--- src/rtl/plab4_net_router_output_ctrl_tp_pkg.sv ---
// Shared plab4-net router ctrl definitions: port indices and small
// arbitration/encoding helpers used by the output ctrl and the input ctrls.
package plab4_net_router_output_ctrl_tp_pkg;

  localparam int unsigned PREV = 0;
  localparam int unsigned TERM = 1;
  localparam int unsigned NEXT = 2;

  localparam int unsigned NUM_PORTS = 3;

  typedef logic [NUM_PORTS-1:0] port_vec_t;
  typedef logic [1:0]           port_sel_t;

  // Round-robin pick: first requester at or after the one-hot prio
  // position, scanning prev -> term -> next cyclically.
  function automatic port_vec_t rr_pick(input port_vec_t reqs, input port_vec_t prio);
    port_vec_t pick;
    logic      found;
    logic [1:0] idx;
    pick  = '0;
    found = 1'b0;
    for (int s = 0; s < NUM_PORTS; s++) begin
      for (int k = 0; k < NUM_PORTS; k++) begin
        idx = 2'((s + k) % NUM_PORTS);
        if (prio[s] && !found && reqs[idx]) begin
          pick[idx] = 1'b1;
          found     = 1'b1;
        end
      end
    end
    return pick;
  endfunction

  function automatic port_sel_t onehot_to_sel(input port_vec_t grants);
    if (grants[NEXT]) return port_sel_t'(NEXT);
    if (grants[TERM]) return port_sel_t'(TERM);
    return port_sel_t'(PREV);
  endfunction

endpackage

--- src/rtl/plab4_net_rr_arb3.sv ---
// Three-way round-robin arbiter with a grant enable; grants are combinational
// from reqs, and the priority pointer advances past each winner.
module plab4_net_rr_arb3
  import plab4_net_router_output_ctrl_tp_pkg::*;
(
  input  logic       clk,
  input  logic       reset,
  input  logic       en,
  input  logic [2:0] reqs,
  output logic [2:0] grants
);

  port_vec_t prio;

  // NOTE: every signal assigned in always_comb gets a default first so no
  // path leaves it unassigned and no latch is inferred.
  always_comb begin
    grants = '0;
    if (en) grants = rr_pick(reqs, prio);
  end

  // NOTE: sequential state is updated with non-blocking assignments only,
  // so every flop samples the pre-edge values regardless of block order.
  always_ff @(posedge clk or negedge reset) begin
    if (!reset) begin
      prio <= 3'b001;
    end else if (|grants) begin
      prio <= {grants[1:0], grants[2]};
    end
  end

endmodule

--- src/rtl/plab4_net_router_output_ctrl_tp.sv ---
// Router output ctrl with time-partitioned scheduling: two security domains
// alternate fixed slots, each ending in dead cycles; traffic never shifts slots.
module plab4_net_router_output_ctrl_tp
  import plab4_net_router_output_ctrl_tp_pkg::*;
#(
  parameter int p_slot_cycles = 4,
  parameter int p_dead_cycles = 1
) (
  input  logic       clk,
  input  logic       reset,
  input  logic [2:0] reqs,
  output logic [2:0] grants,
  output logic [1:0] sel,
  output logic       out_val,
  input  logic       out_rdy,
  output logic       domain0,
  output logic       domain1
);

  localparam int CW = $clog2(p_slot_cycles);
  localparam logic [CW-1:0] LAST_CNT   = CW'(p_slot_cycles - 1);
  localparam logic [CW-1:0] DEAD_START = CW'(p_slot_cycles - p_dead_cycles);

  logic [CW-1:0] cnt;
  logic          cur_dom;
  logic          dead;
  logic          grant_en;

  // Slot timing depends only on the clock, never on grants.
  always_ff @(posedge clk or negedge reset) begin
    if (!reset) begin
      cnt     <= '0;
      cur_dom <= 1'b0;
    end else if (cnt == LAST_CNT) begin
      cnt     <= '0;
      cur_dom <= ~cur_dom;
    end else begin
      cnt     <= cnt + CW'(1);
    end
  end

  assign dead = (cnt >= DEAD_START);

  // NOTE: reset also gates the combinational outputs so they drop the moment
  // reset falls, not at the next clock edge.
  assign grant_en = out_rdy & ~dead & reset;
  assign domain0  = reset & ~cur_dom & ~dead;
  assign domain1  = reset &  cur_dom & ~dead;

  plab4_net_rr_arb3 u_arb (
    .clk    (clk),
    .reset  (reset),
    .en     (grant_en),
    .reqs   (reqs),
    .grants (grants)
  );

  assign sel     = onehot_to_sel(grants);
  assign out_val = |grants;

endmodule
--- config.mk ---
export PLATFORM = sky130hd
export DESIGN_NAME = plab4_net_router_output_ctrl_tp
export DESIGN_NICKNAME = d
export VERILOG_FILES = /design/src/rtl/plab4_net_router_output_ctrl_tp_pkg.sv /design/src/rtl/plab4_net_rr_arb3.sv /design/src/rtl/plab4_net_router_output_ctrl_tp.sv
export SDC_FILE = /design/constraint.sdc
export NUM_CORES = 1
export LEC_CHECK = 0
export CORE_AREA = 2 2 39 41
export CTS_CLUSTER_DIAMETER = 150
export DETAILED_ROUTE_END_ITERATION = 12
export DIE_AREA = 0 0 41 43
export HOLD_SLACK_MARGIN = 0.15
export SYNTH_ARGS = -nofsm -noshare
export SYNTH_HDL_FRONTEND = slang
export SYNTH_SLANG_ARGS = --single-unit
--- constraint.sdc ---
create_clock -name clk -period 1.54 [get_ports clk]
set_input_delay 0.308 -clock clk [delete_from_list [all_inputs] [get_ports clk]]
set_output_delay 0.308 -clock clk [all_outputs]
set_load 0.02 [all_outputs]
Word-level counts from Yosys, hierarchy flattened
Index checks and enable logic that the tools add are counted.
- output and inout bits: 8
- register bits after elaboration: 6
- bits in writable memories: 0
- memories: 0
- memory bits (read-only): 0
- latch bits: 0
- word-level logic and storage cells: 73
- bitwise operators: 8
- div/mod/pow operators: 0
- multiplexer cells: 33
- add/subtract/negate cells: 1
- eq/ne operators: 1
- $lt $le $gt $ge: 1
- shift-type cells: 0
- reduce and logical (&&, ||, !) cells: 26
- multipliers: 0
- operators with widths (operator ; count):
    2-to-1 mux 1 bit ; 27
    logical AND 1 bit ; 17
    2-to-1 mux 2 bit ; 5
    zero test 1 bit ; 8
    bitwise AND 1 bit ; 6
    2-to-1 mux 3 bit ; 1
    OR reduction 3 bit ; 1
    adder 2 x 1 -> 2 bit, second input constant ; 1
    equality test 2 bit, second input constant ; 1
    >= comparator 2 bit, second input constant ; 1
    NOT 1 bit ; 2

Logic depth before layout (Yosys ltp)
Gate-level depths: netlist of the first run.
- depth after elaboration: 49
- depth in mapped cells: 6

By module
Synthesis of the first run repeated with hierarchy kept, for this count alone.
- cell total of the unflattened synthesis: 39
- area, all modules: 379.1 µm²
- modules (own cells, without submodules) (module ; area each (µm²) ; instances ; cells each):
    plab4_net_rr_arb3 ; 221.5 ; 1 ; 26
    plab4_net_router_output_ctrl_tp ; 157.7 ; 1 ; 13

Worst setup path after synthesis of the first run
No wires, ideal clock.
- path type: reg-to-output
- start point: register cnt[0]
- end point: output sel[1]
- data required time: 1.232 ns
- setup slack: -0.257 ns
- path buffers: 2
- arrival time: 1.489 ns
- cell stages (with the launch flop): 7
- cells stage by stage: dfrtp_1 -> ha_1 -> nor2b_1 -> and2_1 -> buf_6 -> o2111a_1 -> buf_4
- elaborated cells between the ends (all ways): 11
- RTL lines (item ; RTL line ; text):
    start: declaration ; plab4_net_router_output_ctrl_tp.sv:24 ; logic [CW-1:0] cnt;
    start signal: assignment ; plab4_net_router_output_ctrl_tp.sv:38 ; cnt <= cnt + CW'(1);
    >= comparator 2 bit ; plab4_net_router_output_ctrl_tp.sv:42 ; assign dead = (cnt >= DEAD_START);
    NOT 1 bit ; plab4_net_router_output_ctrl_tp.sv:46 ; assign grant_en = out_rdy & ~dead & reset;
    bitwise AND 1 bit (2 in series) ; plab4_net_router_output_ctrl_tp.sv:46 ;
    2-to-1 mux 3 bit ; plab4_net_rr_arb3.sv:19 ; if (en) grants = rr_pick(reqs, prio);
    via grants[2] ; plab4_net_router_output_ctrl_tp.sv:12 ; output logic [2:0] grants,
    2-to-1 mux 1 bit ; plab4_net_router_output_ctrl_tp_pkg.sv:35 ; if (grants[NEXT]) return port_sel_t'(NEXT);
    2-to-1 mux 2 bit ; plab4_net_router_output_ctrl_tp_pkg.sv:36 ; if (grants[TERM]) return port_sel_t'(TERM);
    end: declaration ; plab4_net_router_output_ctrl_tp.sv:13 ; output logic [1:0] sel,
The timed path passes the listed nets, and every way through them passes these cells. The select of a mux whose other input is x is not followed.

Worst setup path after layout of the first run
- start point: register u_arb.prio[0]
- end point: output sel[0]
- cells in the longest elaborated chain, start to end: 47
- elaborated cells between the ends (all ways): 54
- RTL lines (item ; RTL line ; text):
    start: declaration ; plab4_net_rr_arb3.sv:13 ; port_vec_t prio;
    start signal: assignment ; plab4_net_rr_arb3.sv:28 ; prio <= {grants[1:0], grants[2]};
    logical AND 1 bit ; plab4_net_router_output_ctrl_tp_pkg.sv:25 ; if (prio[s] && !found && reqs[idx]) begin
    2-to-1 mux 1 bit ; plab4_net_router_output_ctrl_tp_pkg.sv:25 ;
    2-to-1 mux 1 bit ; plab4_net_rr_arb3.sv:19 ;
    zero test 1 bit ; plab4_net_router_output_ctrl_tp_pkg.sv:25 ;
    logical AND 1 bit (2 in series) ; plab4_net_router_output_ctrl_tp_pkg.sv:25 ;
    2-to-1 mux 1 bit ; plab4_net_router_output_ctrl_tp_pkg.sv:25 ;
    2-to-1 mux 1 bit ; plab4_net_rr_arb3.sv:19 ;
    zero test 1 bit ; plab4_net_router_output_ctrl_tp_pkg.sv:25 ;
    [28 not listed] ; - ;
    2-to-1 mux 1 bit ; plab4_net_rr_arb3.sv:19 ;
    zero test 1 bit ; plab4_net_router_output_ctrl_tp_pkg.sv:25 ;
    logical AND 1 bit (2 in series) ; plab4_net_router_output_ctrl_tp_pkg.sv:25 ;
    2-to-1 mux 1 bit ; plab4_net_router_output_ctrl_tp_pkg.sv:25 ;
    2-to-1 mux 3 bit * ; plab4_net_rr_arb3.sv:19 ;
    2-to-1 mux 1 bit (2 in series) ; plab4_net_router_output_ctrl_tp_pkg.sv:36 ;
    2-to-1 mux 2 bit ; plab4_net_router_output_ctrl_tp_pkg.sv:37 ; return port_sel_t'(PREV);
    2-to-1 mux 2 bit * ; plab4_net_router_output_ctrl_tp_pkg.sv:36 ;
Every way passes the cells marked *; elsewhere a longest branch is shown, timed or not. The select of a mux whose other input is x is not followed.

==> metrics.md, run 1 <==
| Metric | Value |
|---|---|
| Comb power frac | 0.460 |
| Combinational family with the most area after synthesis | simple AND/OR/NAND/NOR gates |
| Hold Violations, Final | 0 |
| Die width | 41 um |
| Maximum vdd drop | 0.502 mV |
| Arr. time, crit path | 1.44 ns |
| Final period utilization | 1.13 |
| Initial antenna violation count | 0 |
| Lkg Pwr | 0.402 nW |
| H-tree depth | 1 |
| Worst setup margin | -0.207 ns |
| Critical path class | flip-flop to output port |
| Post-synth EDFFs | 0 |
| Nature of the critical path endpoint | output port |
| Failing checks | setup timing |
| Critical path peak fanout | 3 |
| Area delta synth->final | 89.4% |
| Maximum clock insertion buffer count | 2 |
| Clock Tree Root | clkbuf_4 |
| Switch share | 0.338 |
| Layout cells sized above 1 | 0.581 |
| Req. time, crit path | 1.23 ns |
| Top post-synthesis cells by area | dfrtp_1, dfstp_2, nor2b_1 |
| Flop pwr share | 0.321 |
| Internal power | 0.487 mW |
| Post-route minimum period | 1.75 ns |
| Detail Placement HPWL | 733 um |
| IO Count | 14 |
| DRC errors left | 0 |
| TritonCTS clock tree | built |
| DRT Pass-1 Iters | 1 |
| Cells after synthesis | 42 |
| DIE AREA | 1760 sq um |
| Max Clk Rate | 572 MHz |
| FF+latch count, synth | 6 |
| Clock-pin slew on the worst setup and hold paths | 0.06 ns |
| Cell taking the most area after synthesis | dfrtp_1 |
| DRT iter0 DRCs | 0 |
| # rows | 14 |
| CTS Buf Count | 3 |
| Worst slew pin tran | 0.234 ns |
| Most common cell in the netlist | dfrtp_1 |
| NetSw | 0.248 mW |
| Flop-to-flop setup slack | 0.05 ns |
| First-pass GRT wire length | 1.57 mm |
| Grt ovf | 0 |
| GPL Wtd Cong | 0.730 |
| Syn nets | 49 |
| DR WL/cell | 10.9 um |
| Crit start category | flip-flop |
| Worst Skew | 0.0135 ns |
| Max_slew headroom | 0.843 |
| Post-synth top cells | dfrtp_1, nand2_1, nor2b_1 |
| Synth Area in Adders | 0.0321 |
| Power share of the clock group | 0.219 |
| Synth warn | 0 |
| Final setup vio count | 8 |
| Mux cell area share after synthesis | 0 |
| Synthesized area | 390 sq um |
| Max-slew violation count | 0 |
| Routed WL | 985 um |
| Die Ht | 43 um |
| HP Class | primary input to async pin |
| Synth Area in Compound Gates | 0.212 |
| Final core occ | 0.534 |
| Net count reported at finish | 82 |
| Vias/cell | 4.70 |
| Vias in the first global route | 395 |
| DRT antenna net count | 0 |
| Pwr Density | 994 nW/um^2 |
| Simple-gate share of the synthesized area | 0.276 |
| Clock Sinks | 6 |
| Seq/Total Area, Yosys | 0.388 |
| Post-synthesis xor/xnor area fraction | 0.0224 |
| Count of cell types in the netlist | 26 |
| Worst-skew pair later-pin latency | 0.25 ns |
| Core ar. | 1380 sq um |
| Max cap viols | 0 |
| Synth async-reset ratio | 1.00 |
| Top FF cell, synth | dfrtp_1 |
| Total track usage | 0.134 |
| FF-to-FF path depth | 6 |
| Ant diodes | 0 |
| Yosys top cell area share | 0.321 |
| DR vias | 423 |
| Setup WS pre-CTS | -0.796 ns |
| Status | finished with violations |
| Largest net degree at the start of global routing | 8 |
| RSZ-0062 raised after global routing | yes |
| IO buf count | 13 |
| Average size of a mapped cell | 9.29 sq um |
| Initial Util | 0.282 |
==> cell usage in the layout, fill, tap and decap left out, types with 2 or more instances in the layout <==
| cell | synthesis | final |
|---|---|---|
| nand2b_1 | 2 | 2 |
| a21oi_1 | 2 | 2 |
| clkbuf_4 | 0 | 3 |
| nand2_1 | 4 | 3 |
| buf_6 | 1 | 9 |
| dfrtp_1 | 5 | 5 |
| dlygate4sd2_1 | 0 | 3 |
| buf_4 | 1 | 16 |
| a31oi_1 | 2 | 2 |
| and2_4 | 0 | 2 |
| nor2b_4 | 0 | 2 |
| a21o_1 | 2 | 2 |
| nor2_2 | 1 | 2 |
==> final cells by class <==
| type | instances | area [sq um] |
|---|---|---|
| Clock buffer | 4 | 26.3 |
| Fill cell | 149 | 644 |
| Inverter | 1 | 3.75 |
| Multi-Input combinational cell | 32 | 258 |
| Sequential cell | 6 | 151 |
| Tap cell | 16 | 20.0 |
| Timing Repair Buffer | 31 | 280 |
==> through the flow <==
| step | setup TNS [ns] | cell area, sq um | total power [mW] | std cells | hold WS, ns |
|---|---|---|---|---|---|
| after global routing | -1.76 | 739 | 0.798 | 90 | 0.538 |
| final | -1.21 | 739 | 0.735 | 90 | 0.520 |
| after floorplan | -0.102 | 405 | 0.417 | 42 | 0.0124 |
| after detailed placement | -6.20 | 633 | 0.558 | 82 | 0.422 |
| after global placement | -6.30 | 633 | 0.557 | 82 | 0.417 |
| after CTS | -1.51 | 681 | 0.729 | 88 | 0.334 |
==> worst max-delay path: stages (launching register included) <==
cell     delay (ns)
dfstp_2        0.55
nor2b_2        0.05
a221o_1        0.27
and3_2         0.21
buf_6          0.13
==> layer usage <==
| layer | vias to the layer above | global-route usage | wire length, um |
|---|---|---|---|
| met4 | 0 | 0.100 | 14 |
| met3 | 2 | 0.0314 | 64 |
| met5 | - | 0 | 0 |
| met1 | 196 | 0.159 | 400 |
| li1 | 211 | - | - |
| met2 | 14 | 0.197 | 505 |
==> sequential cells by signal, indices dropped and copies added, names as in the netlist <==
name,count
u_arb.prio,3
cnt,2
cur_dom,1
==> power by group through the flow <==
| stage | Sequential [mW] | Combinational (mW) | Clock, mW |
|---|---|---|---|
| 6_report | 0.236 | 0.338 | 0.161 |
| 5_1_grt | 0.242 | 0.376 | 0.180 |
| 4_1_cts | 0.232 | 0.330 | 0.167 |
| 3_5_place_dp | 0.234 | 0.324 | 0 |
| 3_3_place_gp | 0.233 | 0.323 | 0 |
| 2_1_floorplan | 0.221 | 0.195 | 0 |
==> kinds of logic after synthesis <==
logic type               after synthesis
AND/OR/NAND/NOR                       19
XOR/XNOR                               1
flip-flops                             6
adder cells (fa/ha/maj)                1
AO/OA/AOI/OAI                         11
buffers and inverters                  4
==> path summary, 6_finish.rpt <==
check / from / to
max in group asynchronous: reset / u_arb.prio[0]
setup / recovery: u_arb.prio[0] / sel[0]
hold reg to reg: u_arb.prio[1] / u_arb.prio[1]
min in group clk: u_arb.prio[1] / u_arb.prio[1]
setup reg to reg: u_arb.prio[0] / u_arb.prio[2]
hold / removal: reset / u_arb.prio[2]
==> repair_timing <==
action,CTS,global route
setup endpoints to repair,9,9
gates resized for setup,53,10
buffers inserted,2,1
pin swaps,4,3
hold buffers,0,1
endpoints found under the hold margin,0,5
Note: power is estimated with default switching activity, not from simulation.
==> run 2, diff against run 1 <==
clock period = 1.7 ns   (was 1.54 ns; I/O delays follow)
==> metrics.md, run 2 (same netlist as run 1, synthesis figures left out) <==
| Metric | Value |
|---|---|
| Pwr Density | 929 nW/um^2 (was 994 nW/um^2) |
| DRT Pass-1 Iters | 2 (was 1) |
| Comb power frac | 0.460 (about the same) |
| CTS Buf Count | 3 (unchanged) |
| Core ar. | 1380 sq um (unchanged) |
| Maximum clock insertion buffer count | 2 (unchanged) |
| Clock Tree Root | clkbuf_4 (unchanged) |
| Most common cell after layout, fill and taps aside | buf_4 (unchanged) |
| Routed WL | 966 um (was 985 um) |
| Post-route minimum period | 1.80 ns |
| First-pass GRT wire length | 1.59 mm (was 1.57 mm) |
| Arr. time, crit path | 1.46 ns (was 1.44 ns) |
| Power consumption | 0.655 mW (was 0.735 mW) |
| Worst slew pin tran | 0.225 ns (was 0.234 ns) |
| # rows | 14 (unchanged) |
| Critical path's slowest cell | dfrtp_1 (was dfstp_2) |
| RSZ-0062 raised after global routing | yes (unchanged) |
| Initial antenna violation count | 0 (unchanged) |
| Largest register FFs | 3 (unchanged) |
| Detail Placement HPWL | 721 um (was 733 um) |
| Commonest non-fill, non-tap cells in the layout | buf_4, buf_6, dfrtp_1 (unchanged) |
| Vias in the first global route | 395 (unchanged) |
| Register area | 151 sq um (unchanged) |
| Net count reported at finish | 80 (was 82) |
| H-tree depth | 1 (unchanged) |
| DRC errors left | 0 (unchanged) |
| HP Class | flip-flop to flip-flop (was primary input to async pin) |
| Final period utilization | 1.06 |
| Ant diodes | 0 (unchanged) |
| Lkg Pwr | 0.379 nW (was 0.402 nW) |
| Clock Sinks | 6 (unchanged) |
| DIE AREA | 1760 sq um (unchanged) |
| Worst setup margin | -0.0964 ns (was -0.207 ns) |
| Flop pwr share | 0.316 (was 0.321) |
| Final core occ | 0.510 (was 0.534) |
| Max-slew violation count | 0 (unchanged) |
| Crit start category | flip-flop (unchanged) |
| Internal power | 0.438 mW (was 0.487 mW) |
| Critical path class | flip-flop to output port (unchanged) |
| DRT antenna net count | 0 (unchanged) |
| GPL Wtd Cong | 0.694 (was 0.730) |
| Worst path bufs/invs | 1 (unchanged) |
| Final setup vio count | 6 (was 8) |
| DRT iter0 DRCs | 1 (was 0) |
| Cell family with the largest share of critical-path delay | flip-flops (unchanged) |
| Worst Skew | 0.00268 ns (was 0.0135 ns) |
| Largest regs | u_arb.prio (3), cnt (2), cur_dom (1) (unchanged) |
| Layout cells sized above 1 | 0.528 (was 0.581) |
| Die Ht | 43 um (unchanged) |
| Final hold slack | 0.530 ns (was 0.520 ns) |
| TritonCTS clock tree | built (unchanged) |
| NetSw | 0.218 mW (was 0.248 mW) |
| Hold Violations, Final | 0 (unchanged) |
| Power share of the clock group | 0.224 (was 0.219) |
| DR WL/cell | 11.0 um (was 10.9 um) |
| Failing checks | setup timing (unchanged) |
| Worst-skew pair later-pin latency | 0.25 ns (about the same) |
| Clock-pin slew on the worst setup and hold paths | 0.05 ns (was 0.06 ns) |
| Critical path peak fanout | 6 (was 3) |
| Max incr delay on CP | 0.40 ns (was 0.55 ns) |
| Setup WS pre-CTS | -0.727 ns (was -0.796 ns) |
| Req. time, crit path | 1.36 ns (was 1.23 ns) |
| Switch share | 0.332 (was 0.338) |
| Area delta synth->final | 80.8% (was 89.4%) |
| Max_slew headroom | 0.849 (was 0.843) |
| Multi-input logic area | 250 sq um (was 258 sq um) |
| Nature of the critical path endpoint | output port (unchanged) |
| Grt ovf | 0 (unchanged) |
| Ordered list of cells on the worst path | ha_4, nor2b_4, and2_4, o2111a_2, buf_6 (was nor2b_2, a221o_1, and3_2, buf_6) |
| Max Clk Rate | 557 MHz |
| Die width | 41 um (unchanged) |
| Dpl cells | 79 (was 82) |
| Vias/cell | 4.66 (was 4.70) |
| IO Count | 14 (unchanged) |
| Largest net degree at the start of global routing | 8 (unchanged) |
| # fillers | 155 (was 149) |
| Top reg by flops | u_arb.prio (unchanged) |
| IO buf count | 13 (unchanged) |
| Initial Util | 0.282 (unchanged) |
| Maximum vdd drop | 0.473 mV (was 0.502 mV) |
| DR vias | 410 (was 423) |
| Max cap viols | 0 (unchanged) |
| Status | finished with violations (unchanged) |
| Final Non-Filler Cells | 88 (was 90) |
| Total track usage | 0.142 (was 0.134) |
## run 2: cell type report
class	instances	area share
timing repair buffer	29	0.360
clock buffer	4	0.0372
tap	16	0.0284
multi-input combinational	32	0.355
inverter	1	0.00532
sequential	6	0.215
## run 2: power by group through the flow
| stage | clock network, mW | registers, mW | logic (mW) |
|---|---|---|---|
| 3_3_place_gp | 0 | 0.213 | 0.268 |
| 2_1_floorplan | 0 | 0.200 | 0.172 |
| 3_5_place_dp | 0 | 0.214 | 0.266 |
| 5_1_grt | 0.170 | 0.216 | 0.332 |
| 4_1_cts | 0.158 | 0.209 | 0.296 |
| 6_report | 0.147 | 0.207 | 0.301 |
## run 2: metrics by stage
step	TNS [ns]	instance area, sq um
6_report	-0.430	706
5_1_grt	-1.00	706
4_1_cts	-0.639	671
3_5_place_dp	-5.25	606
3_3_place_gp	-5.21	606
2_1_floorplan	0	400
## run 2: metal layers
metal / share of wire / routed length (um) / vias to the layer above / track usage
met5: 0 / 0 / - / 0
met4: 0.0072 / 7 / 0 / 0.100
met3: 0.067 / 65 / 2 / 0.0628
met2: 0.53 / 508 / 12 / 0.206
met1: 0.40 / 384 / 187 / 0.156
li1: - / - / 209 / -
## run 2: path summary, 6_finish.rpt
kind | from | end | slack (ns) | cells after the start
min in group asynchronous | reset | cnt[0] | 0.69 | 3
setup reg to reg | u_arb.prio[0] | u_arb.prio[2] | 0.18 | 6
max in group asynchronous | reset | u_arb.prio[0] | 0.80 | 3
hold / removal | cnt[1] | cnt[1] | 0.53 | 1
setup / recovery | cnt[0] | grants[2] | -0.1 | 5
hold reg to reg | cnt[1] | cnt[1] | 0.53 | 1
## run 2: worst reg2reg max path, stage by stage (launching register included)
cell and delay, ns:
dfstp_2 0.53, nor2b_1 0.05, a221o_1 0.27, and3_4 0.18, buf_4 0.13, buf_4 0.12
a21o_1 0.14
## run 2: what timing repair did
item                                   4_1_cts  5_1_grt
buffers inserted                             2        2
resized for setup                           54        5
endpoints found under the hold margin        5        0
hold buffers                                 1        0
pin swaps                                    5        1
setup endpoints to repair                    8        8
==> run 3, diff against run 2 <==
ABC_AREA = 1   (was not set)
CAP_MARGIN = 10   (was not set)
==> metrics.md, run 3 <==
| Metric | Value |
|---|---|
| Top post-synthesis cells by area | dfrtp_1, nand2_1, nand3_1 (was dfrtp_1, dfstp_2, nor2b_1) |
| Top reg by flops | u_arb.prio (unchanged) |
| Final Cell Area | 781 sq um (was 706 sq um) |
| Syn nets | 67 (was 49) |
| Final period utilization | 1.13 (was 1.06) |
| IO Count | 14 (unchanged) |
| Status | finished with violations (unchanged) |
| Post-synth EDFFs | 0 (unchanged) |
| Req. time, crit path | 1.36 ns (about the same) |
| Seq/Total Area, Yosys | 0.364 (was 0.388) |
| Max_slew headroom | 0.849 (about the same) |
| RSZ-0062 raised after global routing | yes (unchanged) |
| Ant diodes | 0 (unchanged) |
| Worst-skew pair later-pin latency | 0.24 ns (was 0.25 ns) |
| Worst slew pin tran | 0.226 ns (was 0.225 ns) |
| Failing checks | setup timing (unchanged) |
| Total track usage | 0.152 (was 0.142) |
| Pwr Density | 421 nW/um^2 (was 929 nW/um^2) |
| Largest net degree at the start of global routing | 6 (was 8) |
| IO buf count | 13 (unchanged) |
| Final Non-Filler Cells | 108 (was 88) |
| Final setup vio count | 6 (unchanged) |
| Nature of the critical path endpoint | output port (unchanged) |
| DIE AREA | 1760 sq um (unchanged) |
| Vias in the first global route | 455 (was 395) |
| Initial Util | 0.300 (was 0.282) |
| Synth warn | 0 (unchanged) |
| Lkg Pwr | 0.485 nW (was 0.379 nW) |
| DRT antenna net count | 0 (unchanged) |
| Max cap viols | 0 (unchanged) |
| Detail Placement HPWL | 747 um (was 721 um) |
| Dpl cells | 99 (was 79) |
| Worst setup margin | -0.215 ns (was -0.0964 ns) |
| Die width | 41 um (unchanged) |
| TritonCTS clock tree | built (unchanged) |
| DRT iter0 DRCs | 2 (was 1) |
| GPL Wtd Cong | 0.687 (was 0.694) |
| Yosys top cell area share | 0.301 (was 0.321) |
| Maximum vdd drop | 0.337 mV (was 0.473 mV) |
| Net count reported at finish | 100 (was 80) |
| Grt ovf | 0 (unchanged) |
| Critical path class | flip-flop to output port (unchanged) |
| DR vias | 475 (was 410) |
| Area delta synth->final | 88.0% (was 80.8%) |
| Clock-pin slew on the worst setup and hold paths | 0.05 ns (about the same) |
| Max-slew violation count | 0 (unchanged) |
| Synth async-reset ratio | 1.00 (unchanged) |
| Arr. time, crit path | 1.58 ns (was 1.46 ns) |
| Clock Sinks | 6 (unchanged) |
| Layout cells sized above 1 | 0.609 (was 0.528) |
| Setup WS pre-CTS | -0.775 ns (was -0.727 ns) |
| DR WL/cell | 10.5 um (was 11.0 um) |
| Maximum clock insertion buffer count | 2 (unchanged) |
| Power consumption | 0.328 mW (was 0.655 mW) |
| Synthesized area | 415 sq um (was 390 sq um) |
| H-tree depth | 1 (unchanged) |
| DRT Pass-1 Iters | 4 (was 2) |
| Most common cell after layout, fill and taps aside | buf_4 (unchanged) |
| Cells after synthesis | 60 (was 42) |
| Area after DPL | 641 sq um (was 606 sq um) |
| Initial antenna violation count | 0 (unchanged) |
| Max Clk Rate | 522 MHz (was 557 MHz) |
| Largest register FFs | 3 (unchanged) |
| Die Ht | 43 um (unchanged) |
| Post-route minimum period | 1.92 ns (was 1.80 ns) |
| Crit start category | flip-flop (unchanged) |
| Count of cell types in the netlist | 18 (was 26) |
| # rows | 14 (unchanged) |
| HP Class | primary input to async pin (was flip-flop to flip-flop) |
| FF+latch count, synth | 6 (unchanged) |
| Hold Violations, Final | 0 (unchanged) |
| Core ar. | 1380 sq um (unchanged) |
| Most common cell in the netlist | nand2_1 (was dfrtp_1) |
| Routed WL | 1.14 mm (was 966 um) |
| Vias/cell | 4.40 (was 4.66) |
| Critical path peak fanout | 5 (was 6) |
| CTS Buf Count | 3 (unchanged) |
| Largest regs | u_arb.prio (3), cnt (2), cur_dom (1) (unchanged) |
| Worst Skew | 0.00267 ns (was 0.00268 ns) |
| DRC errors left | 0 (unchanged) |
| Post-synth top cells | nand2_1, inv_1, nand3_1, dfrtp_1, nor2_1 (was dfrtp_1, nand2_1, nor2b_1) |
| CTS Hold Bufs | 0 (was 1) |
| Clock Tree Root | clkbuf_4 (unchanged) |
| Top FF cell, synth | dfrtp_1 (unchanged) |
| Commonest non-fill, non-tap cells in the layout | buf_4, nand2_1, inv_2, buf_6 (was buf_4, buf_6, dfrtp_1) |
| Cell taking the most area after synthesis | dfrtp_1 (unchanged) |
| FF-to-FF path depth | 11 (was 6) |
| Average size of a mapped cell | 6.92 sq um (was 9.29 sq um) |
| First-pass GRT wire length | 1.75 mm (was 1.59 mm) |
-- run 3: cell types whose count changed in the layout (fill, tap and decap cells not counted), sizes merged, moves of 3 or more --
cell | before | now
inv | 1 | 10
nand2 | 4 | 20
nor2b | 3 | 0
nand3 | 0 | 7
nand4 | 0 | 3
dlygate4sd2 | 4 | 1
nor2 | 3 | 7
-- run 3: logic make-up (layout without fill, tap and decap cells) --
kind of cell	after synthesis	in the layout	synth area share
DFF	6	6	0.364
buffers and inverters	12	44	0.120
adders and majority gates	1	1	0.0301
AOI/OAI and AO/OA	3	3	0.0452
xor gates and xnor gates	1	1	0.0211
and+or+nand+nor	37	37	0.419
-- run 3: power by group --
part,total (mW),internal [mW],switching (mW)
combinational,0.0389,0.0188,0.0202
sequential,0.143,0.143,0
clock,0.146,0.0893,0.0570
-- run 3: metal layers --
metal  share of wire  vias up  routed length (um)  track usage
li1                -      250                   -            -
met1            0.40      215                 452        0.163
met2            0.56        8                 641        0.250
met3           0.029        2                  33       0.0314
met4          0.0070        0                   8        0.100
met5               0        -                   0            0
-- run 3: path summary, 6_finish.rpt --
kind	from	slack, ns	endpoint
setup / recovery	u_arb.prio[0]	-0.22	out_val
hold / removal	reset	0.37	cur_dom
setup reg to reg	u_arb.prio[0]	0.01	u_arb.prio[2]
hold reg to reg	cnt[0]	0.45	cnt[0]
max in group asynchronous	reset	1.00	u_arb.prio[0]
min in group clk	cnt[0]	0.45	cnt[0]
-- run 3: cell type report --
type,instances,area (sq um)
fillers,127,603
multi-input cells,42,290
inverters,11,42.5
clock buffers,4,26.3
flip-flops and latches,6,153
well taps,16,20.0
repair buffers,29,249
-- run 3: repair_timing --
| item | 4_1_cts | 5_1_grt |
|---|---|---|
| buffers inserted | 2 | 3 |
| endpoints found under the setup margin | 8 | 7 |
| endpoints found under the hold margin | 0 | 0 |
| pin swaps | 7 | 4 |
| gates resized for setup | 53 | 25 |
-- run 3: worst max-delay path, cell delays in order (launching register included) --
cell and delay, ns:
dfstp_2 0.62, o21ai_4 0.12, nand4_4 0.10, nor2_4 0.06
nand3_1 0.06, nand2_1 0.06, nand2_2 0.08, nand3_2 0.08
buf_6 0.13
-- run 3: through the flow --
step	hold WS, ns	util	TNS [ns]
after detailed placement	0.450	0.463	-5.58
after floorplan	0.0444	-	0
after CTS	0.367	0.501	-0.875
final	0.374	0.564	-0.951
after global routing	0.393	0.564	-1.52
after global placement	0.419	0.463	-5.57
